File: src/rtl/port_bank_pkg.sv
//==============================================================================
// Module      : port_bank_pkg
// Description : Shared constants and types for the CPU I/O port bank: default
//               sizing, port-map bases and the auto-scan select code.
// Revision    : 1.0 - initial release
//==============================================================================
`default_nettype none

package port_bank_pkg;

    // Default sizing of the port bank
    localparam int c_WORD_SIZE = 16;
    localparam int c_NUM_OUT   = 4;
    localparam int c_NUM_IN    = 2;
    localparam int c_IN_WIDTH  = 4;
    localparam int c_SEL_W     = 3;
    localparam int c_DWELL     = 50000000;

    // Port map: output registers start at OUT_BASE, input channels follow them
    localparam int c_OUT_BASE  = 0;

    // Which kind of location a port address decodes to
    typedef enum logic [1:0] {
        SRC_NONE = 2'd0,
        SRC_OUT  = 2'd1,
        SRC_IN   = 2'd2
    } rd_src_e;

    // The auto-scan display select code is the all-ones value of show_sel
    function automatic logic [31:0] sel_scan_code(input int unsigned sel_w);
        return (32'd1 << sel_w) - 32'd1;
    endfunction

endpackage

`default_nettype wire

File: src/rtl/port_bank_in_sync_edge.sv
//==============================================================================
// Module      : in_sync_edge
// Description : One input channel: 2-flop synchroniser per bit, rising-edge
//               detect on the synchronised level, and sticky edge bits that
//               are cleared on read with the new edge taking priority.
// Revision    : 1.0 - initial release
//==============================================================================
`default_nettype none

module in_sync_edge
    import port_bank_pkg::*;
#(
    parameter int IN_WIDTH = c_IN_WIDTH
) (
    input  logic                clk,
    input  logic                rst_n,
    input  logic [IN_WIDTH-1:0] i_raw,
    input  logic                i_clr,
    output logic [IN_WIDTH-1:0] o_level,
    output logic [IN_WIDTH-1:0] o_sticky
);

    logic [IN_WIDTH-1:0] r_meta;
    logic [IN_WIDTH-1:0] r_sync;
    logic [IN_WIDTH-1:0] r_prev;
    logic [IN_WIDTH-1:0] r_sticky;
    logic [IN_WIDTH-1:0] w_rise;

    assign w_rise   = r_sync & ~r_prev;
    assign o_level  = r_sync;
    assign o_sticky = r_sticky;

    // Synchronise the raw inputs and remember the previous synchronised level
    always_ff @(posedge clk or negedge rst_n) begin
        if (!rst_n) begin
            r_meta <= '0;
            r_sync <= '0;
            r_prev <= '0;
        end else begin
            r_meta <= i_raw;
            r_sync <= r_meta;
            r_prev <= r_sync;
        end
    end

    // Sticky capture: a clear drops only the returned bits, a same-cycle edge survives
    always_ff @(posedge clk or negedge rst_n) begin
        if (!rst_n) begin
            r_sticky <= '0;
        end else if (i_clr) begin
            r_sticky <= w_rise;
        end else begin
            r_sticky <= r_sticky | w_rise;
        end
    end

endmodule

`default_nettype wire

File: src/rtl/port_bank.sv
//==============================================================================
// Module      : port_bank
// Description : CPU I/O port block. NUM_OUT writable output registers and
//               NUM_IN synchronised input channels with sticky rising-edge
//               capture on the cpu port bus, plus the registered value/index
//               feeding the seven-segment display driver.
//               Build option: PORT_BANK_AUTOSCAN_EN enables display auto-scan
//               when show_sel is all-ones.
// Revision    : 1.0 - initial release
//==============================================================================
`default_nettype none

module port_bank
    import port_bank_pkg::*;
#(
    parameter int WORD_SIZE = c_WORD_SIZE,
    parameter int NUM_OUT   = c_NUM_OUT,
    parameter int NUM_IN    = c_NUM_IN,
    parameter int IN_WIDTH  = c_IN_WIDTH,
    parameter int SEL_W     = c_SEL_W,
    parameter int DWELL     = c_DWELL
) (
    input  logic                         mclk,
    input  logic                         rst_n,
    input  logic [WORD_SIZE-1:0]         portaddr,
    input  logic [WORD_SIZE-1:0]         portval,
    input  logic                         portset,
    input  logic                         portget,
    output logic [WORD_SIZE-1:0]         portout,
    output logic                         portready,
    input  logic [NUM_IN*IN_WIDTH-1:0]   in_raw,
    output logic [NUM_OUT*WORD_SIZE-1:0] out_flat,
    input  logic [SEL_W-1:0]             show_sel,
    output logic [WORD_SIZE-1:0]         show_val,
    output logic [SEL_W-1:0]             show_idx
);

    localparam logic [WORD_SIZE-1:0] c_IN_BASE = WORD_SIZE'(c_OUT_BASE + NUM_OUT);
    localparam logic [WORD_SIZE-1:0] c_IN_END  = WORD_SIZE'(c_OUT_BASE + NUM_OUT + NUM_IN);
    localparam int                   c_HALF    = WORD_SIZE / 2;

    logic [WORD_SIZE-1:0]       r_regs [NUM_OUT];
    logic [WORD_SIZE-1:0]       r_portout;
    logic                       r_portready;
    logic [WORD_SIZE-1:0]       r_show_val;
    logic [SEL_W-1:0]           r_show_idx;

    logic [NUM_IN*IN_WIDTH-1:0] w_level;
    logic [NUM_IN*IN_WIDTH-1:0] w_sticky;
    logic [NUM_IN-1:0]          w_clr;
    rd_src_e                    w_rd_src;
    logic [WORD_SIZE-1:0]       w_rd_data;
    logic [WORD_SIZE-1:0]       w_show_reg;

    assign portout   = r_portout;
    assign portready = r_portready;
    assign show_val  = r_show_val;
    assign show_idx  = r_show_idx;

    // Input channels, each with its own synchroniser and sticky edge bits
    generate
        for (genvar i = 0; i < NUM_IN; i++) begin : g_in
            in_sync_edge #(
                .IN_WIDTH (IN_WIDTH)
            ) u_in_sync_edge (
                .clk      (mclk),
                .rst_n    (rst_n),
                .i_raw    (in_raw[i*IN_WIDTH +: IN_WIDTH]),
                .i_clr    (w_clr[i]),
                .o_level  (w_level[i*IN_WIDTH +: IN_WIDTH]),
                .o_sticky (w_sticky[i*IN_WIDTH +: IN_WIDTH])
            );
        end
    endgenerate

    // Flatten the output registers for the rest of the system
    generate
        for (genvar k = 0; k < NUM_OUT; k++) begin : g_out
            assign out_flat[k*WORD_SIZE +: WORD_SIZE] = r_regs[k];
        end
    endgenerate

    // Read decode: select the read data and flag which input channel to clear
    always_comb begin
        w_rd_data = '0;
        w_clr     = '0;
        if (portaddr < c_IN_BASE) begin
            w_rd_src = SRC_OUT;
        end else if (portaddr < c_IN_END) begin
            w_rd_src = SRC_IN;
        end else begin
            w_rd_src = SRC_NONE;
        end
        case (w_rd_src)
            SRC_OUT: begin
                for (int k = 0; k < NUM_OUT; k++) begin
                    if (portaddr == WORD_SIZE'(c_OUT_BASE + k)) begin
                        w_rd_data = r_regs[k];
                    end
                end
            end
            SRC_IN: begin
                for (int i = 0; i < NUM_IN; i++) begin
                    if (portaddr == c_IN_BASE + WORD_SIZE'(i)) begin
                        w_rd_data[c_HALF +: IN_WIDTH] = w_sticky[i*IN_WIDTH +: IN_WIDTH];
                        w_rd_data[0 +: IN_WIDTH]      = w_level[i*IN_WIDTH +: IN_WIDTH];
                        w_clr[i]                      = portget;
                    end
                end
            end
            default: begin
                w_rd_data = '0;
            end
        endcase
    end

    // Output register writes; unmapped addresses are silently dropped
    always_ff @(posedge mclk or negedge rst_n) begin
        if (!rst_n) begin
            for (int k = 0; k < NUM_OUT; k++) begin
                r_regs[k] <= '0;
            end
        end else if (portset) begin
            for (int k = 0; k < NUM_OUT; k++) begin
                if (portaddr == WORD_SIZE'(c_OUT_BASE + k)) begin
                    r_regs[k] <= portval;
                end
            end
        end
    end

    // One-cycle read: data is taken from pre-write state and held until the next read
    always_ff @(posedge mclk or negedge rst_n) begin
        if (!rst_n) begin
            r_portout   <= '0;
            r_portready <= 1'b0;
        end else begin
            r_portready <= portget;
            if (portget) begin
                r_portout <= w_rd_data;
            end
        end
    end

    // Register addressed by the displayed index; out-of-range indices show zero
    always_comb begin
        w_show_reg = '0;
        for (int k = 0; k < NUM_OUT; k++) begin
            if (r_show_idx == SEL_W'(k)) begin
                w_show_reg = r_regs[k];
            end
        end
    end

`ifdef PORT_BANK_AUTOSCAN_EN
    localparam logic [SEL_W-1:0] c_SEL_SCAN = SEL_W'(sel_scan_code(SEL_W));
    localparam logic [SEL_W-1:0] c_IDX_LAST = SEL_W'(NUM_OUT - 1);
    localparam int               c_CNT_W    = (DWELL > 1) ? $clog2(DWELL) : 1;
    localparam logic [c_CNT_W-1:0] c_CNT_LAST = c_CNT_W'(DWELL - 1);

    logic [c_CNT_W-1:0] r_scan_cnt;

    // Display select: follow show_sel, or step through the outputs every DWELL cycles
    always_ff @(posedge mclk or negedge rst_n) begin
        if (!rst_n) begin
            r_scan_cnt <= '0;
            r_show_idx <= '0;
            r_show_val <= '0;
        end else begin
            if (show_sel == c_SEL_SCAN) begin
                if (r_scan_cnt == c_CNT_LAST) begin
                    r_scan_cnt <= '0;
                    r_show_idx <= (r_show_idx >= c_IDX_LAST) ? '0 : r_show_idx + 1'b1;
                end else begin
                    r_scan_cnt <= r_scan_cnt + 1'b1;
                end
            end else begin
                r_scan_cnt <= '0;
                r_show_idx <= show_sel;
            end
            r_show_val <= w_show_reg;
        end
    end
`else
    // Display select: follow show_sel directly, value lags the index by one cycle
    always_ff @(posedge mclk or negedge rst_n) begin
        if (!rst_n) begin
            r_show_idx <= '0;
            r_show_val <= '0;
        end else begin
            r_show_idx <= show_sel;
            r_show_val <= w_show_reg;
        end
    end
`endif

endmodule

`default_nettype wire
File: config.mk
export PLATFORM = sky130hd
export DESIGN_NAME = port_bank
export DESIGN_NICKNAME = d
export VERILOG_FILES = /design/src/rtl/port_bank_pkg.sv /design/src/rtl/port_bank_in_sync_edge.sv /design/src/rtl/port_bank.sv
export SDC_FILE = /design/constraint.sdc
export NUM_CORES = 1
export LEC_CHECK = 0
export ABC_AREA = 0
export BUFFER_PORTS_ARGS = -buffer_cell sky130_fd_sc_hd__buf_2
export CORE_AREA = 2 2 109 111
export DETAILED_ROUTE_END_ITERATION = 8
export DIE_AREA = 0 0 111 113
export HOLD_SLACK_MARGIN = 0.05
export PLACE_DENSITY = 0.76
export SYNTH_ARGS = -nofsm -noshare
export SYNTH_HDL_FRONTEND = slang
export SYNTH_SLANG_ARGS = --single-unit
File: constraint.sdc
create_clock -name mclk -period 3.1 [get_ports mclk]
set_input_delay 0.62 -clock mclk [delete_from_list [all_inputs] [get_ports mclk]]
set_output_delay 0.62 -clock mclk [all_outputs]
set_load 0.01 [all_outputs]
==> reports/qor_table.md, run 1 <==
| Quantity | Value |
|---|---|
| Outcome | complete, no violations |
| Fraction of power consumed by sequential logic | 44.4% |
| Proportion of layout cells with a drive suffix above 1 | 55.6% |
| Clock tree from TritonCTS | built |
| Clock period minus final worst setup slack | 2.43 ns |
| Internal power | 3.09 mW |
| Die outline area | 12500 um^2 |
| Initial Util | 49.1% |
| CTS H-tree lvls | 4 |
| Iteration-0 DRC Markers | 185 |
| Simple-Gate Fraction of Synth Area | 6.09% |
| Final Routed Wirelength | 13300 um |
| Final Worst Setup Slack | 0.665 ns |
| Share of the synthesized area in the top cell type | 59.7% |
| Global-route wire length before repair | 21000 um |
| Min-Delay Path Class | input port to asynchronous set/reset pin |
| TritonRoute pass-1 iters | 4 |
| Syn Inst Count | 355 |
| Placement row count | 39 |
| Post-synthesis cell type count | 26 |
| Root buf cell | clkbuf_16 |
| Critical Path RT | 3.38 ns |
| Worst max-slew margin expressed relative to the limit | 42.6% |
| Mux contribution to synthesized area | 27.5% |
| Routed via count | 3703 |
| Post-synthesis xor/xnor area fraction | 0% |
| Finish-stage setup viols | 0 |
| # nets final | 561 |
| Clock power share | 51.8% |
| Number of slew-limit violations in the final report | 0 |
| Die extent in y | 113 um |
| Clock skew | 0.00849 ns |
| Initial antenna violation count | 1 |
| Post-CTS clock slew at the launch and capture registers of the worst setup and hold paths | 0.06 ns |
| Number of I/O pins | 147 |
| Switching part of the total power | 21.8% |
| Final worst path period share | 78.5% |
| Clock insertion delay at the later pin of the skew report | 0.40 ns |
| Warnings from Yosys | 0 |
| Seq/Total Area, Yosys | 59.7% |
| Post-Place Cell Area | 6500 um^2 |
| Average via count per standard cell | 5.52 |
| Unrepaired setup endpoints after global routing | no |
| Number of buffers added to fix hold violations after cts | 0 |
| PostCTS Resize Cnt | 0 |
| Cell area power density | 556 nW/um^2 |
| Switching pwr | 0.864 mW |
| Area leader, netlist | dfrtp_1 |
| Largest net degree at the start of global routing | 97 |
| Category of the worst setup path launch point | input port |
| Post-synth net total | 402 |
| Layout overhead on the synthesized area | 28.6% |
| Power consumption | 3.96 mW |
| Final weighted congestion of routability-driven global placement | 0.784 |
| Number of buffers between clock root and the deepest sink | 2 |
| Postcts setup bufs | 0 |
| Critical path type | input port to flip-flop |
| Commonest non-fill, non-tap cell in the layout | buf_2 |
| Static leakage power | 3.68 nW |
| Main combinational cell family by area after synthesis | multiplexers |
| DRT antenna net count | 0 |
| Placeable core area | 11300 um^2 |
| Final-layout setup total negative slack | 0 ns |
| Area of all placed cells without fillers | 7110 um^2 |
| Total clock sinks | 132 |
| Reg-to-reg setup timing slack | 1.57 ns |
| Cell types occupying the most area after synthesis | dfrtp_1 (60%), mux4_2 (13%), mux2_2 (13%) |
| Global routing usage summed across all routing layers | 22.0% |
| Synth Area per Inst | 15.6 um^2 |
| HPWL Detailed | 9030 um |
| Port bufs | 146 |
| Max rail drop VDD | 0.000340 V |
| Adder and majority gate portion of the synthesized area | 0% |
| Most used cells in the layout excluding fill and tap cells | buf_2 (145), dfrtp_1 (132), mux2_2 (62) |
| Total clock buffers created by CTS | 17 |
| Largest driver fanout on the critical path | 16 |
| Post-Synthesis Cell Area | 5530 um^2 |
| Number of synthesized register bits | 132 |
| Share of power burned in combinational logic | 3.8% |
| Transition time of the tightest slew-check pin | 0.861 ns |
| Top achievable clock speed | 411 MHz |
| Vias in the first global route | 3946 |
| Die Span X | 111 um |
| Final hold viol count | 0 |
| Wire length per cell after detailed routing | 19.8 um |
| DRC violation count after routing | 0 |
| Compound-Gate Fraction of Synth Area | 3.26% |
| Endpoint arrival time on the critical path | 2.72 ns |
| Dpl ws | 0.225 ns |
| Endpoint kind of the worst setup timing path | flip-flop |
| Maxcap violations | 0 |
| GR Overflow Total | 0 |
through the flow:
step	hold slack (ns)	utilization (%)	std cells
global placement	0.332	57.6	638
CTS	0.304	63.1	670
floorplan	0.324	-	355
detailed placement	0.335	57.6	638
global route	0.297	63.1	671
finish	0.301	63.1	671
metal layers:
| metal | global-route usage (%) | vias up | wire (um) |
|---|---|---|---|
| met5 | 0 | - | 0 |
| met4 | 9.25 | 0 | 229 |
| met3 | 5.46 | 22 | 756 |
| met2 | 38.2 | 144 | 6990 |
| met1 | 26.4 | 1910 | 5320 |
| li1 | - | 1627 | - |
power groups by stage:
stage | logic (mW) | registers [mW] | clock network [mW]
finish | 0.152 | 1.76 | 2.05
global route | 0.169 | 1.76 | 2.17
CTS | 0.156 | 1.76 | 2.08
detailed placement | 0.155 | 1.79 | 0
global placement | 0.151 | 1.78 | 0
floorplan | 0.0572 | 1.78 | 0
worst max-delay path, cell delays in order:
cell    delay, ns
buf_2        0.10
or4_4        0.55
or4_4        0.60
nor4_4       0.29
buf_12       0.20
mux2_2       0.35
synthesized netlist by cell type, drive strengths merged:
| library cell | n |
|---|---|
| o221ai | 8 |
| dfrtp | 132 |
| o21ai | 8 |
| nand2b | 1 |
| or2 | 1 |
| mux4 | 32 |
| buf | 10 |
| nand3 | 18 |
| or4 | 3 |
| nand4 | 1 |
| or3 | 2 |
| clkbuf | 9 |
| and4 | 1 |
| a22o | 8 |
| mux2i | 8 |
| nor2b | 16 |
| inv | 26 |
| nor2 | 1 |
| nor4 | 4 |
| nand2 | 2 |
| mux2 | 64 |
cell families (layout without fill, tap and decap cells):
kind of cell           after synthesis  after routing
buffers and inverters               45            217
AOI/OAI and AO/OA                   24             24
other                                0              1
and+or+nand+nor                     50             50
DFF                                132            132
muxes                              104            104
registers in the layout (all words and copies together) (netlist names), 3 cells and up:
register / flops
g_in.u_in_sync_edge.o_level: 8
show_idx: 3
g_in.u_in_sync_edge.o_sticky: 8
out_flat: 64
show_val: 16
g_in.u_in_sync_edge.r_prev: 8
g_in.u_in_sync_edge.r_meta: 8
portout: 16
final timing paths:
path,startpoint,to,cells after the start
max,portaddr[11],out_flat[5]$_DFFE_PN0P_,6
min,rst_n,show_val[6]$_DFF_PN0_,1
max reg2reg,show_idx[0]$_DFF_PN0_,show_val[8]$_DFF_PN0_,3
min reg2reg,g_in[1].u_in_sync_edge.r_meta[1]$_DFF_PN0_,g_in[1].u_in_sync_edge.o_level[1]$_DFF_PN0_,0
max in group asynchronous,rst_n,out_flat[55]$_DFFE_PN0P_,2
min in group mclk,in_raw[5],g_in[1].u_in_sync_edge.r_meta[1]$_DFF_PN0_,1
cell type report:
| type | count | area [um^2] |
|---|---|---|
| clock inverter | 14 | 176 |
| multi-input combinational | 178 | 2040 |
| fill | 859 | 4160 |
| tap | 143 | 179 |
| timing repair buffer | 159 | 872 |
| antenna | 1 | 2.50 |
| sequential | 132 | 3300 |
| clock buffer | 18 | 439 |
| inverter | 26 | 97.6 |
(Power assumes the default switching activity.)
==> inputs of run 2 (changes only) <==
==> constraint.sdc (replaced) <==
create_clock -name mclk -period 2.4 [get_ports mclk]
set_input_delay 0.48 -clock mclk [delete_from_list [all_inputs] [get_ports mclk]]
set_output_delay 0.48 -clock mclk [all_outputs]
set_load 0.01 [all_outputs]
==> run 2 against run 1 <==
Combinational power is 38% higher. Sequential share of layout area fell by 0.76 points. Cell area rose by 1.7%. Register-to-register slack got worse by 0.68 ns. Setup slack lost 0.53 ns. Global-route usage grew 0.84 points. Cell count grew 0.60%. Clock skew shrank 0.00074 ns. Utilization rose by 1.1 points. Total power rose by 35%. Count of clock-buffer cells in the layout is 2 higher.
==> reports/qor_table.md, run 2 (synthesis results as in run 1) <==
| Quantity | Value | Change |
|---|---|---|
| Outcome | complete, no violations | unchanged |
| Clock skew | 0.00775 ns | was 0.00849 ns |
| Number of I/O pins | 147 | unchanged |
| Unrepaired setup endpoints after global routing | no | unchanged |
| Master of the slowest instance on the critical path | or4_4 | unchanged |
| Depth of the worst register-to-register path | 3 | unchanged |
| Placement row count | 39 | unchanged |
| Endpoint of the lowest-slack register-to-register path | show_val[2]$_DFF_PN0_ | was show_val[8]$_DFF_PN0_ |
| Port bufs | 146 | unchanged |
| Number of buffers between clock root and the deepest sink | 2 | unchanged |
| Top achievable clock speed | 441 MHz |  |
| DRT antenna net count | 0 | unchanged |
| Min-Delay Path Class | input port to asynchronous set/reset pin | unchanged |
| Max FFs per register | 64 | unchanged |
| DRC violation count after routing | 0 | unchanged |
| Initial antenna violation count | 0 | was 1 |
| Clock insertion delay at the later pin of the skew report | 0.40 ns | about the same |
| Final hold viol count | 0 | unchanged |
| Clock tree from TritonCTS | built | unchanged |
| Largest net degree at the start of global routing | 61 | was 97 |
| Total clock sinks | 132 | unchanged |
| Maxcap violations | 0 | unchanged |
| Non-filler instance count after layout | 675 | was 671 |
| Buffering stage count on the worst path with inverters included | 2 | unchanged |
| Max rail drop VDD | 0.000388 V | was 0.000340 V |
| Number of slew-limit violations in the final report | 0 | unchanged |
| Global routing usage summed across all routing layers | 22.8% | was 22.0% |
| Initial Util | 49.1% | unchanged |
| Postcts setup bufs | 0 | unchanged |
| Average via count per standard cell | 5.68 | was 5.52 |
| Wire length per cell after detailed routing | 20.2 um | was 19.8 um |
| Worst max-slew margin expressed relative to the limit | 63.2% | was 42.6% |
| Most used cells in the layout excluding fill and tap cells | buf_2 (145), dfrtp_1 (132), mux2_2 (62) | unchanged |
| Die extent in y | 113 um | unchanged |
| Layout overhead on the synthesized area | 30.8% | was 28.6% |
| Root buf cell | clkbuf_16 | unchanged |
| Filler cell count in the final layout | 821 | was 859 |
| Largest driver fanout on the critical path | 16 | unchanged |
| Antenna Cells | 0 | was 1 |
| Post-CTS clock slew at the launch and capture registers of the worst setup and hold paths | 0.05 ns | was 0.06 ns |
| Max incr delay on CP | 0.59 ns | was 0.60 ns |
| Transition time of the tightest slew-check pin | 0.552 ns | was 0.861 ns |
| Cell count after placement | 644 | was 638 |
| Endpoint kind of the worst setup timing path | flip-flop | unchanged |
| # nets final | 567 | was 561 |
| Category of the worst setup path launch point | input port | unchanged |
| Vias in the first global route | 4110 | was 3946 |
| Worst reg2reg startpoint | show_idx[0]$_DFF_PN0_ | unchanged |
| Commonest non-fill, non-tap cell in the layout | buf_2 | unchanged |
| CTS H-tree lvls | 4 | unchanged |
| Final Routed Wirelength | 13600 um | was 13300 um |
| Reg-to-reg setup timing slack | 0.89 ns | was 1.57 ns |
| Static leakage power | 3.73 nW | was 3.68 nW |
| Critical path type | input port to flip-flop | unchanged |
| Die Span X | 111 um | unchanged |
| Total clock buffers created by CTS | 17 | unchanged |
| PostCTS Resize Cnt | 0 | unchanged |
| Endpoint arrival time on the critical path | 2.55 ns | was 2.72 ns |
| Finish-stage setup viols | 0 | unchanged |
| Routed via count | 3831 | was 3703 |
| Global-route wire length before repair | 21700 um | was 21000 um |
| Cell occurring most often along the worst timing path | or4_4 | unchanged |
| Cell area power density | 736 nW/um^2 | was 556 nW/um^2 |
| Placeable core area | 11300 um^2 | unchanged |
| TritonRoute pass-1 iters | 4 | unchanged |
| Final weighted congestion of routability-driven global placement | 0.771 | was 0.784 |
| Critical Path RT | 2.68 ns | was 3.38 ns |
| Iteration-0 DRC Markers | 206 | was 185 |
| HPWL Detailed | 9180 um | was 9030 um |
| Power consumption | 5.32 mW | was 3.96 mW |
| Series of cell instances along the critical path | buf_2, or4_4, or4_4, nor4_4, buf_12, mux2_2 | unchanged |
| Clock period minus final worst setup slack | 2.27 ns |  |
| Die outline area | 12500 um^2 | unchanged |
| Final worst path period share | 94.5% |  |
| Proportion of layout cells with a drive suffix above 1 | 56.0% | was 55.6% |
| GR Overflow Total | 0 | unchanged |
| Number of buffers added to fix hold violations after cts | 0 | unchanged |
| Critical path's top delay family | simple AND/OR/NAND/NOR gates | unchanged |
run 2: cell type report:
type	instances	area [um^2]	area share, %
clock buffers	20	467	6.45
clock inverters	11	200	2.77
flip-flops and latches	132	3300	45.7
multi-input cells	178	2040	28.3
repair buffers	165	942	13.0
well taps	143	179	2.47
inverters	26	97.6	1.35
run 2: per-layer routing:
layer / track usage [%] / part of all wire (%) / vias up
li1: - / - / 1638
met1: 27.8 / 40 / 2008
met2: 37.7 / 52 / 161
met3: 6.59 / 5.8 / 24
met4: 11.4 / 2.5 / 0
met5: 0 / 0 / -
run 2: worst register-to-register path: cells and delay by family, from the launching register on:
kind | cells | cell delay, ns
buffers and inverters | 1 | 0.34
DFF | 1 | 0.32
muxes | 1 | 0.57
and+or+nand+nor | 1 | 0.15
run 2: how the worst max path moves through the flow:
| stage | startpoint | endpoint | slack [ns] | cells after the start |
|---|---|---|---|---|
| after floorplan | portaddr[11] | out_flat[10]$_DFFE_PN0P_ | -0.25 | 5 |
| after global placement | portaddr[11] | out_flat[9]$_DFFE_PN0P_ | -0.23 | 6 |
| after detailed placement | portaddr[11] | out_flat[10]$_DFFE_PN0P_ | -0.28 | 6 |
| after CTS | portaddr[11] | out_flat[3]$_DFFE_PN0P_ | 0.14 | 6 |
| after global routing | portaddr[11] | out_flat[16]$_DFFE_PN0P_ | 0.11 | 6 |
| final | portaddr[11] | out_flat[10]$_DFFE_PN0P_ | 0.13 | 6 |
run 2: through the flow:
step           setup TNS, ns  setup WS, ns  area [um^2]  util [%]  hold WS [ns]
6_report                   0         0.132         7230      64.2        0.0403
5_1_grt                    0         0.107         7230      64.2        0.0607
4_1_cts                    0         0.142         7230      64.2        0.0557
3_5_place_dp          -12.00        -0.277         6570      58.3         0.335
3_3_place_gp          -10.36        -0.232         6570      58.3         0.333
2_1_floorplan          -7.05        -0.248         5530         -         0.184
run 2: report_power, final:
group | internal [mW] | switching (mW) | total (mW)
combinational | 0.0772 | 0.133 | 0.210
clock | 1.93 | 0.925 | 2.85
sequential | 2.25 | 0.0110 | 2.26
total | 4.26 | 1.07 | 5.32
